## src/rtl/gcd_host_if_if.sv

```systemverilog
// gcd_host_if_if: the signal bundle between the GCD host-side initiator and
// its three neighbours.
//   upstream   : in_valid/in_ready/in_a/in_b      operand pairs in
//   downstream : out_valid/out_ready/out_gcd/out_err  results out
//   core       : gcd_start/gcd_data out, gcd_done/gcd_result in
//   status     : busy
// Modport master is the initiator (gcd_host_if). Modport slave is the
// environment around it: the operand source, the result sink and the core.
interface gcd_host_if_if #(
  parameter int W = 16
);
  logic         in_valid;
  logic         in_ready;
  logic [W-1:0] in_a;
  logic [W-1:0] in_b;
  logic         out_valid;
  logic         out_ready;
  logic [W-1:0] out_gcd;
  logic         out_err;
  logic         gcd_start;
  logic [W-1:0] gcd_data;
  logic         gcd_done;
  logic [W-1:0] gcd_result;
  logic         busy;

  modport master (
    input  in_valid, in_a, in_b, out_ready, gcd_done, gcd_result,
    output in_ready, out_valid, out_gcd, out_err, gcd_start, gcd_data, busy
  );

  modport slave (
    output in_valid, in_a, in_b, out_ready, gcd_done, gcd_result,
    input  in_ready, out_valid, out_gcd, out_err, gcd_start, gcd_data, busy
  );
endinterface

```

## src/rtl/gcd_host_if.sv

```systemverilog
// gcd_host_if: initiator for the subtract-loop GCD core.
// Takes an operand pair from the upstream valid/ready channel, loads it onto
// the core's shared load bus (A with the start pulse, B the cycle after),
// waits for done and presents the result downstream until it is accepted.
// Pairs with a zero operand or equal operands never reach the core (the core
// would loop forever on a zero); their result is produced directly.
// Ports:
//   clk  clock, all state on posedge
//   rst  asynchronous active-high reset
//   bus  gcd_host_if_if.master: upstream, downstream, core and busy signals
// Build option: define GCD_HOST_TIMEOUT_EN to abort a WAIT that lasts
// TIMEOUT_CYCLES cycles, returning out_gcd = 0 with out_err = 1. Without it
// out_err is constant 0 and WAIT has no bound.
module gcd_host_if #(
  parameter int W              = 16,
  parameter int TIMEOUT_CYCLES = 1024
) (
  input  logic          clk,
  input  logic          rst,
  gcd_host_if_if.master bus
);

  typedef enum logic [2:0] {S_IDLE, S_LOAD_A, S_LOAD_B, S_WAIT, S_RESP} state_t;

  state_t       state_q, state_d;
  logic [W-1:0] b_q;
  logic         out_valid_q, out_valid_d;
  logic [W-1:0] out_gcd_q, out_gcd_d;
  logic         out_err_q, out_err_d;
  logic         gcd_start_q, gcd_start_d;
  logic [W-1:0] gcd_data_q, gcd_data_d;
  logic         accept;
  logic         degenerate;
  logic         timeout;

  if (TIMEOUT_CYCLES < 1) begin : g_bad_timeout
    $error("gcd_host_if: TIMEOUT_CYCLES must be at least 1");
  end

  assign accept     = (state_q == S_IDLE) && bus.in_valid;
  // Decided on the live inputs so a bypassed result is valid the next cycle.
  assign degenerate = (bus.in_a == '0) || (bus.in_b == '0) || (bus.in_a == bus.in_b);

`ifdef GCD_HOST_TIMEOUT_EN
  localparam int CNT_W = $clog2(TIMEOUT_CYCLES + 1);
  logic [CNT_W-1:0] wait_cnt_q;

  // Held at zero outside WAIT, so it is cleared on every WAIT entry and
  // equals the number of WAIT cycles already spent.
  always_ff @(posedge clk or posedge rst) begin
    if (rst)                    wait_cnt_q <= '0;
    else if (state_q != S_WAIT) wait_cnt_q <= '0;
    else                        wait_cnt_q <= wait_cnt_q + 1'b1;
  end

  // True in the WAIT cycle that brings the count to TIMEOUT_CYCLES.
  assign timeout = (wait_cnt_q == CNT_W'(TIMEOUT_CYCLES - 1));
`else
  assign timeout = 1'b0;
`endif

  // State and registered outputs.
  always_ff @(posedge clk or posedge rst) begin
    if (rst) begin
      state_q     <= S_IDLE;
      out_valid_q <= 1'b0;
      out_gcd_q   <= '0;
      out_err_q   <= 1'b0;
      gcd_start_q <= 1'b0;
      gcd_data_q  <= '0;
    end else begin
      state_q     <= state_d;
      out_valid_q <= out_valid_d;
      out_gcd_q   <= out_gcd_d;
      out_err_q   <= out_err_d;
      gcd_start_q <= gcd_start_d;
      gcd_data_q  <= gcd_data_d;
    end
  end

  // A goes straight into the bus register on acceptance; only B is kept.
  always_ff @(posedge clk) begin
    if (accept) b_q <= bus.in_b;
  end

  always_comb begin
    state_d = state_q;
    case (state_q)
      S_IDLE:   if (bus.in_valid) state_d = degenerate ? S_RESP : S_LOAD_A;
      S_LOAD_A: state_d = S_LOAD_B;
      S_LOAD_B: state_d = S_WAIT;
      S_WAIT:   if (bus.gcd_done || timeout) state_d = S_RESP;
      S_RESP:   if (bus.out_ready) state_d = S_IDLE;
      default:  state_d = S_IDLE;
    endcase
  end

  // Next values of the registered outputs; the bus idles at zero.
  always_comb begin
    out_valid_d = out_valid_q;
    out_gcd_d   = out_gcd_q;
    out_err_d   = out_err_q;
    gcd_start_d = 1'b0;
    gcd_data_d  = '0;
    case (state_q)
      S_IDLE: begin
        if (bus.in_valid) begin
          if (degenerate) begin
            out_valid_d = 1'b1;
            out_err_d   = 1'b0;
            // Either a zero operand (OR keeps the other) or two equal ones.
            out_gcd_d   = (bus.in_a == bus.in_b) ? bus.in_a : (bus.in_a | bus.in_b);
          end else begin
            gcd_start_d = 1'b1;
            gcd_data_d  = bus.in_a;
          end
        end
      end
      S_LOAD_A: gcd_data_d = b_q;
      S_WAIT: begin
        // Done has priority over a simultaneous timeout.
        if (bus.gcd_done) begin
          out_valid_d = 1'b1;
          out_gcd_d   = bus.gcd_result;
          out_err_d   = 1'b0;
        end else if (timeout) begin
          out_valid_d = 1'b1;
          out_gcd_d   = '0;
          out_err_d   = 1'b1;
        end
      end
      S_RESP: if (bus.out_ready) out_valid_d = 1'b0;
      default: ;
    endcase
  end

  assign bus.in_ready  = (state_q == S_IDLE);
  assign bus.busy      = (state_q != S_IDLE);
  assign bus.out_valid = out_valid_q;
  assign bus.out_gcd   = out_gcd_q;
  assign bus.out_err   = out_err_q;
  assign bus.gcd_start = gcd_start_q;
  assign bus.gcd_data  = gcd_data_q;

endmodule

```

## src/flat_wrapper.sv

```systemverilog
// flat-port wrapper written by rule: the top's interface ports become plain ports
module gcd_host_if_flat 
#(
  parameter int W              = 16,
  parameter int TIMEOUT_CYCLES = 1024
)
  (clk, rst, bus_in_valid, bus_in_a, bus_in_b, bus_out_ready, bus_gcd_done, bus_gcd_result, bus_in_ready, bus_out_valid, bus_out_gcd, bus_out_err, bus_gcd_start, bus_gcd_data, bus_busy);
  gcd_host_if_if #(.W(W)) bus_i ();
  input  logic clk;
  input  logic rst;
  input wire logic [$bits(bus_i.in_valid)-1:0] bus_in_valid;
  input wire logic [$bits(bus_i.in_a)-1:0] bus_in_a;
  input wire logic [$bits(bus_i.in_b)-1:0] bus_in_b;
  input wire logic [$bits(bus_i.out_ready)-1:0] bus_out_ready;
  input wire logic [$bits(bus_i.gcd_done)-1:0] bus_gcd_done;
  input wire logic [$bits(bus_i.gcd_result)-1:0] bus_gcd_result;
  output wire logic [$bits(bus_i.in_ready)-1:0] bus_in_ready;
  output wire logic [$bits(bus_i.out_valid)-1:0] bus_out_valid;
  output wire logic [$bits(bus_i.out_gcd)-1:0] bus_out_gcd;
  output wire logic [$bits(bus_i.out_err)-1:0] bus_out_err;
  output wire logic [$bits(bus_i.gcd_start)-1:0] bus_gcd_start;
  output wire logic [$bits(bus_i.gcd_data)-1:0] bus_gcd_data;
  output wire logic [$bits(bus_i.busy)-1:0] bus_busy;
  assign bus_i.in_valid = bus_in_valid;
  assign bus_i.in_a = bus_in_a;
  assign bus_i.in_b = bus_in_b;
  assign bus_i.out_ready = bus_out_ready;
  assign bus_i.gcd_done = bus_gcd_done;
  assign bus_i.gcd_result = bus_gcd_result;
  assign bus_in_ready = bus_i.in_ready;
  assign bus_out_valid = bus_i.out_valid;
  assign bus_out_gcd = bus_i.out_gcd;
  assign bus_out_err = bus_i.out_err;
  assign bus_gcd_start = bus_i.gcd_start;
  assign bus_gcd_data = bus_i.gcd_data;
  assign bus_busy = bus_i.busy;
  gcd_host_if #(.W(W), .TIMEOUT_CYCLES(TIMEOUT_CYCLES)) u_core (.clk(clk), .rst(rst), .bus(bus_i));
endmodule
```

## config.mk

```make
export PLATFORM = sky130hd
export DESIGN_NAME = gcd_host_if_flat
export DESIGN_NICKNAME = d
export VERILOG_FILES = /design/src/rtl/gcd_host_if_if.sv /design/src/rtl/gcd_host_if.sv /design/src/flat_wrapper.sv
export SDC_FILE = /design/constraint.sdc
export NUM_CORES = 1
export LEC_CHECK = 0
export BUFFER_PORTS_ARGS = -buffer_cell sky130_fd_sc_hd__buf_4
export CAP_MARGIN = 25
export CORE_UTILIZATION = 26
export CTS_CLUSTER_SIZE = 8
export DETAILED_ROUTE_END_ITERATION = 12
export PLACE_DENSITY_LB_ADDON = 0.1
export SLEW_MARGIN = 10
export SYNTH_ARGS = -nofsm -noshare
export SYNTH_HDL_FRONTEND = slang
export SYNTH_SLANG_ARGS = --single-unit
export TNS_END_PERCENT = 100
```

## constraint.sdc

```tcl
create_clock -name clk -period 5.6 [get_ports clk]
set_input_delay 0.84 -clock clk [delete_from_list [all_inputs] [get_ports clk]]
set_output_delay 0.84 -clock clk [all_outputs]
set_load 0.02 [all_outputs]
```

# Word-level counts from Yosys, hierarchy flattened
# Index checks and enable logic that the tools add are counted.
# classes
add_sub_neg,0
mul,0
div,0
magnitude_cmp,0
eq_ne,9
shift,0
muxes,25
n_bitwise,1
n_reduce_logical,12
# ops
cell,n
16-bit 2-to-1 mux,6
16-bit case mux with 2 select lines,2
16-bit logical NOT,2
16-bit equality test,1
16-bit bitwise OR,1
3-bit case mux with 5 select lines,1
3-bit 2-to-1 mux,4
1-bit 2-to-1 mux,10
"3-bit by 2-bit equality test with 1-bit output, second input constant",2
"2-bit != test, second input constant",3
3-bit nonzero test,2
5-bit AND reduction,1
4-bit AND reduction,1
"3-bit by 1-bit equality test with 1-bit output, second input constant",1
"3-bit equality test, second input constant",1
3-bit logical NOT,1
1-bit case mux with 3 select lines,1
3-bit AND reduction,1
1-bit logical OR,2
"2-bit by 1-bit != test with 1-bit output, second input constant",1
1-bit case mux with 2 select lines,1
2-bit nonzero test,1
1-bit logical AND,1
# word_totals
ff_bits,54
latch_bits,0
ramBits,0
mem_bits_ro,0
inputBits,53
memories,0

# Depth between registers and ports, before layout
# Gate-level depths: netlist of run 1.
# depth
depth_word,6
mapped_depth,10

# Worst setup path before layout of run 1
# OpenSTA, ideal clock, no wires.
# synth_timing
path_type,input -> register
from,input bus_in_b[9]
to,"register u_core.out_gcd_q[0], in the netlist u_core.bus.out_gcd[0]"
arrival_time_ns,3.057
path_slack_ns,2.421
cell_stages,7
cell_sequence,inv_1 -> ha_1 -> or4_4 -> buf_6 -> nor4_2 -> mux2_2 -> a32o_1
# synth_between
elab_chain_len,5
elab_cells_between_ends,10
# synth_rtl
item,line_no,text
from (decl),flat_wrapper.sv:13,input wire logic [$bits(bus_i.in_b)-1:0] bus_in_b;
16-bit equality test or 16-bit logical NOT (tied branches),"gcd_host_if.sv:42, gcd_host_if.sv:112",
16-bit 2-to-1 mux or 1-bit logical OR (tied branches),"gcd_host_if.sv:112, gcd_host_if.sv:42",
16-bit 2-to-1 mux or 1-bit logical OR (tied branches),"gcd_host_if.sv:108, gcd_host_if.sv:42",
16-bit 2-to-1 mux or 2-bit by 1-bit != test with 1-bit output (tied branches),n/a,
16-bit case mux with 2 select lines or 4-bit AND reduction (tied branches),n/a,
to (signal assigned),gcd_host_if.sv:74,out_gcd_q <= out_gcd_d;
to (decl),gcd_host_if.sv:28,"logic [W-1:0] out_gcd_q, out_gcd_d;"
# Parallel ways exist; a longest one is shown, timed or not. The select of a mux whose other input is x is not followed.
# A chain may end at the register's enable or synchronous reset.

# Worst setup path in the final report of run 1
# layout_timing
from,input bus_in_a[10]
to,"register u_core.out_gcd_q[8], in the netlist u_core.bus.out_gcd[8]"
# layout_between
elab_chain_len,5
elab_cells_between_ends,10
# layout_rtl
item,line_no,text
from (decl),flat_wrapper.sv:12,input wire logic [$bits(bus_i.in_a)-1:0] bus_in_a;
16-bit equality test or 16-bit logical NOT (tied branches),"gcd_host_if.sv:42, gcd_host_if.sv:112",
16-bit 2-to-1 mux or 1-bit logical OR (tied branches),"gcd_host_if.sv:112, gcd_host_if.sv:42",
16-bit 2-to-1 mux or 1-bit logical OR (tied branches),"gcd_host_if.sv:108, gcd_host_if.sv:42",
16-bit 2-to-1 mux or 2-bit by 1-bit != test with 1-bit output (tied branches),n/a,
16-bit case mux with 2 select lines or 4-bit AND reduction (tied branches),n/a,
# Parallel ways exist; a longest one is shown, timed or not. The select of a mux whose other input is x is not followed.

==> metrics, run 1 <==
WL per Instance=16.1 um; share of cells above drive strength 1=32.6%; hpwl dp=6270 um; crit-path max FO=18; Antenna Cells=0; crit start category=input pin; die height=108 um; final std cells w/o fill=505; Die X=108 um; fin nets=433; Top FF cell, synth=dfrtp_1; Worst setup EP type=flop; Synth Cell Area=2920 um^2; initial antenna violation count=0; status=finished clean; clock sink count=53; Critical Path Max Stage Delay=0.72 ns; Syn. warnings=0; mean post-synth cell area=10.2 um^2; number of global-route vias before repair=2,340; post-CTS setup buffers=0; Synth cell types=37; r2r setup slk=2.99 ns; crit path cell chain=buf_4 -> inv_1 -> ha_1 -> or4_1 -> or4_4 -> nand4_1 -> buf_4 -> a32oi_2; post-CTS sizing=0; worst r2r dst=u_core.bus.out_gcd[3]$_DFFE_PP0P_; post-route clock period utilization=64.6%; RSZ-0062 raised after global routing=false; Placed Instances=497; first-pass GRT wire length=12,900 um; die area=11,700 um^2; Slew Limit Fails=0; Residual DRC=0; Worst Tran Pin Value=0.871 ns; worst path arrival time=3.76 ns; R2R Path Start=u_core.state_q[2]$_DFFE_PP0P_; Root Driver=clkbuf_8; final hold vios=0; antenna viol nets, final=0; Leak=1.78 nW; drt first pass iters=7; Hold-fix buffers, CTS=0; Vias=2,343; sequential fraction of the synthesis area=48.2%; GR Overflow Total=0; critical path required time=5.75 ns; total power=1.69 mW; PortBufs=88; Final Wtd Congestion=0.841; CTS Buffer Depth=2; Starting Density=26.8%; GRT Total Usage=14.5%; Slew headroom=41.4%; I/O pin count=90; final core utilization=34.9%; vias per cell=4.64; VDD IR-drop max=208 uV; Async SR Flop Fraction=69.8%; Final Setup Violations=0; Setup CP Type=input pin to flop; number of synthesized flops with an enable pin=16; clock slew seen by the registers of the worst setup and hold paths=0.10 ns; Synthesized Nets=354; post-synthesis register bit count=53; Tmin final=3.62 ns; cells after synthesis=285; core area=10,900 um^2; max cap viols=0; Site Rows=38; Crit path top cell by count=buf_4; Worst R2R Path Depth=5; CTS Buf Count=5; Fmax=0.277 GHz; Hold EP=u_core.bus.gcd_data[2]$_DFF_PP0_; hold_ws=0.462 ns; Worst-Skew Late Latency=0.30 ns; final WL=8140 um; drt first-iter violations=116; CP max stage cell=or4_1; FILL cells=1,144; H-tree levels=2; worst hold path type=flop to flop; Area Overhead vs Synth=30.0%; CTS tree=done; Hold Crit Start=u_core.b_q[2]$_DFFE_PP_; worst hold stages=2; Setup TNS=0 ns; skew final=0.00440 ns; Pwr Density=446 nW/um^2; largest net degree at the start of global routing=38
==> layer usage <==
layer  share of wire (%)  vias to the layer above  GRT usage (%)
li1                    -                     1169              -
met1                  47                     1087           20.5
met2                  47                       72           22.7
met3                 4.5                       15           2.29
met4                 1.9                        0           4.50
met5                   0                        -              0
==> flip-flops by register name, summed over array words and instances (netlist names) <==
signal	cells
u_core.bus.gcd_data	16
u_core.bus.out_gcd	16
u_core.bus.out_valid	1
u_core.bus.gcd_start	1
u_core.b_q	16
u_core.state_q	3
==> synth_stat cells (2+ instances only) <==
master    count  share of area (%)
nand4_1       3               0.64
nor2_1       19                2.4
nor3b_1       2               0.51
clkbuf_1     10                1.3
or4_4         2               0.77
nor3_1        2               0.34
a32oi_2       8                4.5
buf_4         2               0.51
buf_6         3                1.2
buf_2         4               0.69
inv_1        42                5.4
nor4_1        8                1.7
o31ai_1      16                4.1
o41ai_1       8                2.4
edfxtp_1     16                 16
o211ai_1      8                2.1
dfrtp_1      37                 32
mux2_2        8                3.1
a21oi_1       8                1.4
ha_1         16                6.9
a32o_1        8                2.7
or4_1         3               0.77
nand2_1      38                4.9
==> cells in the final DEF (no fill, tap or decap), drive strengths merged, types with 2 or more instances in the layout <==
cell type,instances
edfxtp,16
a32oi,8
nor3b,2
clkbuf,6
o41ai,8
inv,42
ha,16
o211ai,8
nor4,9
nand2,38
nor2,19
nand4,3
buf,93
mux2,8
or4,5
a32o,8
dfrtp,37
o31ai,16
nor3,2
a21oi,8
==> report_power, final <==
group / switching, mW / internal [mW]
sequential: 0.0727 / 0.533
combinational: 0.487 / 0.340
clock: 0.127 / 0.133
==> logic make-up (layout without fill, tap and decap cells) <==
logic type / Yosys count / after routing / share of synthesized area, %
AOI/OAI and AO/OA: 60 / 60 / 18.2
adders and majority gates: 16 / 16 / 6.86
buffers and inverters: 63 / 143 / 9.69
DFF: 53 / 53 / 48.2
muxes: 8 / 8 / 3.09
other: 1 / 1 / 0.128
and+or+nand+nor: 84 / 84 / 13.9
==> metrics by stage <==
step / setup WS [ns] / instance area, um^2
floorplan: 2.42 / 2920
global placement: 1.70 / 3660
detailed placement: 1.67 / 3690
CTS: 1.99 / 3790
global route: 1.85 / 3790
finish: 1.98 / 3790
==> area by class of cell <==
cell class | instances | area (um^2) | area share, %
Tap cell | 140 | 175 | 4.62
Sequential cell | 53 | 1410 | 37.1
Clock buffer | 6 | 72.6 | 1.91
Multi-Input combinational cell | 169 | 1230 | 32.4
Inverter | 42 | 158 | 4.15
Timing Repair Buffer | 93 | 718 | 18.9
Clock inverter | 2 | 35.0 | 0.923
==> worst max-delay path, delay by kind of cell <==
family | cells | cell delay (ns)
compound gates | 1 | 0.14
fa+ha+maj | 1 | 0.22
buf+inv | 3 | 0.61
simple gates | 3 | 1.95
==> worst max path at each step <==
stage	slack (ns)	end	startpoint	cells after the start
after detailed placement	1.67	u_core.bus.out_gcd[12]$_DFFE_PP0P_	bus_in_a[10]	8
after floorplan	2.42	u_core.bus.out_gcd[0]$_DFFE_PP0P_	bus_in_b[9]	7
after global placement	1.70	u_core.bus.out_gcd[12]$_DFFE_PP0P_	bus_in_a[10]	8
final	1.98	u_core.bus.out_gcd[8]$_DFFE_PP0P_	bus_in_a[10]	8
after global routing	1.85	u_core.bus.out_gcd[12]$_DFFE_PP0P_	bus_in_a[10]	8
after CTS	1.99	u_core.bus.out_gcd[8]$_DFFE_PP0P_	bus_in_a[10]	8
No activity file was read; power rests on OpenSTA's default activity.
==> run 2, diff against run 1 <==
- clock period: 5.6 -> 3.76 ns (I/O delays scaled with it)
==> metrics, run 2 (synthesis results as in run 1) <==
post-route clock period utilization=78.9%; fin nets=435 (+0.46%); status=finished clean; FILL cells=1,137 (-0.61%); CP max stage cell=or4_1; share of cells above drive strength 1=33.0% (+0.37 points); largest net degree at the start of global routing=38 (unchanged); R2R Path Start=u_core.state_q[2]$_DFFE_PP0P_; crit-path max FO=18 (unchanged); Setup CP Type=input pin to flop; GRT Total Usage=14.5% (-0.059 points); Residual DRC=0 (unchanged); worst path bufs/invs=2 (-1); Root Driver=clkbuf_8; Fmax=0.337 GHz; antenna viol nets, final=0 (unchanged); Final Setup Violations=0 (unchanged); Hold-fix buffers, CTS=0 (unchanged); crit start category=input pin; commonest non-fill, non-tap cells in the layout=buf_4, inv_1, nand2_1; Worst Tran Pin Value=0.801 ns (-0.0699 ns); initial antenna violation count=0 (unchanged); VDD IR-drop max=346 uV (+66%); I/O pin count=90 (unchanged); crit path cell chain=buf_4 -> inv_1 -> ha_1 -> or4_1 -> or4_4 -> a41o_1 -> a32o_1; max cap viols=0 (unchanged); Critical Path Max Stage Delay=0.72 ns (about the same); final core utilization=34.7% (-0.16 points); Area Overhead vs Synth=29.4%; Site Rows=38 (unchanged); Final Wtd Congestion=0.823 (-2.1%); Worst-Skew Late Latency=0.31 ns (about the same); Slew headroom=46.6% (+5.1 points); die area=11,700 um^2 (unchanged); Leak=1.77 nW (-0.77%); H-tree levels=2 (unchanged); CTS Buf Count=5 (unchanged); CTS tree=done; Pwr Density=651 nW/um^2 (+46%); post-CTS sizing=0 (unchanged); post-CTS setup buffers=0 (unchanged); skew final=0.00911 ns (+0.00471 ns); Die X=108 um (unchanged); CP delay by family, top=simple AND/OR/NAND/NOR gates; final WL=8100 um (-0.49%); vias per cell=4.59 (-1.1%); commonest non-fill, non-tap cell in the layout=buf_4; Slew Limit Fails=0 (unchanged); critical path required time=3.96 ns (-1.79 ns); RSZ-0062 raised after global routing=false; Tmin final=2.97 ns; Vias=2,327 (-0.68%); clock sink count=53 (unchanged); CTS Buffer Depth=2 (unchanged); clock slew seen by the registers of the worst setup and hold paths=0.10 ns (about the same); worst r2r dst=u_core.state_q[2]$_DFFE_PP0P_; Setup TNS=0 ns (unchanged); core area=10,900 um^2 (unchanged); Worst setup EP type=flop; first-pass GRT wire length=12,700 um (-1.2%); number of global-route vias before repair=2,341 (+0.043%); Worst R2R Path Depth=4 (-1); die height=108 um (unchanged); drt first-iter violations=141 (+22%); WL per Instance=16.0 um (-0.88%); drt first pass iters=5 (-2); worst path arrival time=3.17 ns (-0.59 ns); GR Overflow Total=0 (unchanged); hpwl dp=6280 um (+0.13%); worst hold path type=input pin to asynchronous set/reset pin; Starting Density=26.8% (unchanged); Crit path depth=7 (-1); final hold vios=0 (unchanged); Antenna Cells=0 (unchanged); hold_ws=0.355 ns (-0.107 ns); PortBufs=88 (unchanged); r2r setup slk=1.63 ns (-1.36 ns)
-- run 2: cell count changes in the layout (fill, tap and decap cells not counted) --
cell        delta
buf_8          +1
buf_4          +2
bufinv_16      -1
clkinv_2       -1
buf_16         -1
clkinvlp_4     +2
-- run 2: where the power goes --
part           internal (mW)  switching (mW)  total, mW
Combinational          0.501           0.731       1.23
Sequential             0.793           0.103      0.896
Clock                  0.132           0.198      0.330
-- run 2: stage by stage --
step | instances | setup WS (ns) | instance area [um^2] | power (mW)
5_1_grt | 507 | 0.669 | 3780 | 2.64
3_5_place_dp | 499 | 0.478 | 3690 | 2.16
6_report | 507 | 0.793 | 3780 | 2.46
3_3_place_gp | 498 | 0.532 | 3670 | 2.14
4_1_cts | 507 | 0.806 | 3780 | 2.49
2_1_floorplan | 285 | 0.857 | 2920 | 1.69
-- run 2: layout make-up --
cell class	count	area (um^2)	share of cell area [%]
multi-input combinational	169	1230	32.6
sequential	53	1410	37.2
timing repair buffer	95	721	19.1
tap	140	175	4.64
clock buffer	6	72.6	1.92
inverter	42	158	4.17
clock inverter	2	15.0	0.397
-- run 2: worst register-to-register path, stage by stage, from the launching register on --
cell     delay, ns
dfrtp_1       0.48
or3_1         0.43
inv_1         0.15
a41o_1        0.73
o21ai_0       0.19
-- run 2: metal layers --
| metal | wire (um) | share of wire (%) | GRT usage [%] | vias to the layer above |
|---|---|---|---|---|
| met5 | 0 | 0 | 0 | - |
| met4 | 118 | 1.5 | 3.82 | 0 |
| met3 | 356 | 4.4 | 2.53 | 11 |
| met2 | 3770 | 47 | 22.6 | 62 |
| met1 | 3850 | 48 | 20.5 | 1077 |
| li1 | - | - | - | 1177 |
-- run 2: how the worst max path moves through the flow --
| stage | startpoint | end | slack, ns |
|---|---|---|---|
| floorplan | bus_in_b[9] | u_core.bus.out_gcd[0]$_DFFE_PP0P_ | 0.86 |
| global placement | bus_in_a[10] | u_core.bus.out_gcd[7]$_DFFE_PP0P_ | 0.53 |
| detailed placement | bus_in_a[0] | u_core.bus.out_gcd[7]$_DFFE_PP0P_ | 0.48 |
| CTS | bus_in_a[0] | u_core.bus.out_gcd[6]$_DFFE_PP0P_ | 0.81 |
| global route | bus_in_a[0] | u_core.bus.out_gcd[2]$_DFFE_PP0P_ | 0.67 |
| finish | bus_in_a[0] | u_core.bus.out_gcd[3]$_DFFE_PP0P_ | 0.79 |
==> run 3, diff against run 2 <==
- ABC_AREA: unset -> 1
- clock period: 3.76 -> 2.4 ns (I/O delays scaled with it)
==> metrics, run 3 <==
final core utilization=35.5% (+0.83 points); Vias=2,685 (+15%); clock slew seen by the registers of the worst setup and hold paths=0.10 ns (about the same); Synth area leader=dfrtp_1; clock power share=14.6% (+1.2 points); largest net degree at the start of global routing=38 (unchanged); drt first pass iters=5 (unchanged); Area Overhead vs Synth=32.3%; Worst setup EP type=flop; post-synthesis register bit count=53 (unchanged); Root Driver=clkbuf_8; initial antenna violation count=0 (unchanged); hpwl dp=6290 um (+0.16%); P_sw=1.70 mW (+65%); Die X=108 um (about the same); WL per Instance=13.9 um (-13%); Residual DRC=0 (unchanged); Flop pwr share=35.4% (-1.1 points); Slew headroom=46.7% (+0.15 points); skew final=0.00811 ns (-0.000996 ns); max cap viols=0 (unchanged); final hold vios=0 (unchanged); synth top area cells=dfrtp_1, nand2_1, edfxtp_1; final std cells w/o fill=601 (+19%); Async SR Flop Fraction=69.8% (unchanged); cells after synthesis=368 (+29%); Worst Tran Pin Value=0.799 ns (-0.00231 ns); CTS Buffer Depth=2 (unchanged); die area=11,700 um^2 (+0.17%); Leak=2.06 nW (+17%); number of synthesized flops with an enable pin=16 (unchanged); first-pass GRT wire length=13,600 um (+6.4%); Worst R2R Path Depth=7 (+3); number of global-route vias before repair=2,754 (+18%); critical path required time=2.60 ns (-1.36 ns); post-CTS setup buffers=0 (unchanged); Site Rows=38 (unchanged); total power=4.08 mW (+66%); Tmin final=1.76 ns; I/O pin count=90 (unchanged); post-CTS sizing=0 (unchanged); core area=10,900 um^2 (unchanged); Placed Instances=593 (+19%); Setup CP Type=flop to flop; Hold-fix buffers, CTS=0 (unchanged); H-tree levels=2 (unchanged); CTS tree=done; sequential fraction of the synthesis area=48.1% (-0.082 points); Worst-Skew Late Latency=0.30 ns (about the same); Starting Density=26.9% (+0.046 points); commonest non-fill, non-tap cell in the layout=nand2_1; antenna viol nets, final=0 (unchanged); Synth cell types=25 (-32%); status=finished clean; worst path arrival time=1.96 ns (-1.21 ns); Yosys top cell area share=31.7% (-0.054 points); Fmax=0.567 GHz; Setup TNS=0 ns (unchanged); clock sink count=53 (unchanged); Slew Limit Fails=0 (unchanged); Pwr Density=1050 nW/um^2 (+62%); Logic pwr share=50.0% (about the same); share of cells above drive strength 1=25.8% (-7.2 points); fin nets=529 (+22%); R2R Path Start=u_core.state_q[1]$_DFFE_PP0P_; Post-synth top cells=nand2_1, nand3_1, inv_1, dfrtp_1, nor2_1; mean post-synth cell area=7.95 um^2 (-22%); VDD IR-drop max=394 uV (+14%); Int Power=2.38 mW (+67%); switching share of total power=41.8% (-0.21 points); GRT Total Usage=15.2% (+0.74 points); die height=108 um (about the same); Setup crit start=u_core.state_q[1]$_DFFE_PP0P_; Top FF cell, synth=dfrtp_1; Synth Cell Area=2920 um^2 (+0.17%); GR Overflow Total=0 (unchanged); Syn. warnings=0 (unchanged); vias per cell=4.47 (-2.7%); crit-path max FO=11 (-7); hold_ws=0.172 ns (-0.182 ns); CTS Buf Count=5 (unchanged); RSZ-0062 raised after global routing=false; worst hold path type=input pin to asynchronous set/reset pin; post-route clock period utilization=73.5%; commonest non-fill, non-tap cells in the layout=nand2_1, buf_4, nand3_1; final WL=8330 um (+2.9%); Final Wtd Congestion=0.810 (-1.5%); PortBufs=88 (unchanged); drt first-iter violations=72 (-49%); Synthesized Nets=437 (+23%); crit start category=flop; most frequent cell after synthesis=nand2_1; Final Setup Violations=0 (unchanged); Antenna Cells=0 (unchanged)
## run 3: cell types whose count changed in the layout (fill, tap and decap cells not counted), sizes merged, moves of 8 or more
cell	change
a32o	-8
a32oi	-8
mux2	-8
nand2	+98
nand3	+69
nor2	+10
nor4	-9
o211ai	-8
o31ai	-16
o41ai	-8
## run 3: critical path: stages, from the launching register on
cell and delay, ns:
dfrtp_1 0.43, inv_1 0.09, nand2_1 0.08, nor2_2 0.23, nand4_2 0.38, buf_4 0.31, nand3_1 0.10, nand2_1 0.05
## run 3: worst paths after layout
| path | endpoint | slack, ns |
|---|---|---|
| max reg2reg | u_core.bus.out_gcd[2]$_DFFE_PP0P_ | 0.64 |
| max | u_core.bus.out_gcd[2]$_DFFE_PP0P_ | 0.64 |
| min | u_core.bus.gcd_data[10]$_DFF_PP0_ | 0.17 |
| min reg2reg | u_core.bus.gcd_data[1]$_DFF_PP0_ | 0.45 |
| min in group clk | u_core.b_q[3]$_DFFE_PP_ | 0.25 |
| max in group asynchronous | u_core.bus.gcd_start$_DFF_PP0_ | 1.88 |
## run 3: kinds of logic after synthesis
group / after synthesis / share of synthesized area [%]
AO/OA/AOI/OAI: 3 / 1.03
adder cells (fa/ha/maj): 16 / 6.85
buffers and inverters: 55 / 8.09
flip-flops: 53 / 48.1
other: 1 / 0.128
AND/OR/NAND/NOR: 240 / 35.8
## run 3: through the flow
stage / cell area, um^2 / setup slack, ns
detailed placement: 3760 / 0.314
finish: 3870 / 0.637
floorplan: 2920 / 0.473
global placement: 3760 / 0.314
CTS: 3870 / 0.609
global route: 3870 / 0.481
## run 3: power groups by stage
stage               sequential [mW]  combinational, mW  clock (mW)
floorplan                      1.76              0.985           0
global placement               1.47               2.08           0
detailed placement             1.47               2.08           0
CTS                            1.45               2.09       0.629
global route                   1.48               2.27       0.662
finish                         1.44               2.04       0.597
## run 3: per-layer routing
metal	up-vias	global-route usage [%]	routed length [um]
li1	1348	-	-
met1	1252	18.9	3650
met2	83	27.3	4170
met3	2	2.71	474
met4	0	3.23	38
met5	-	0	0
## run 3: cell type report
class / instances / area [um^2]
clock buffer: 6 / 72.6
clock inverter: 2 / 33.8
fill: 1192 / 7020
inverter: 42 / 158
multi-input combinational: 260 / 1290
sequential: 53 / 1410
tap: 140 / 175
timing repair buffer: 98 / 736
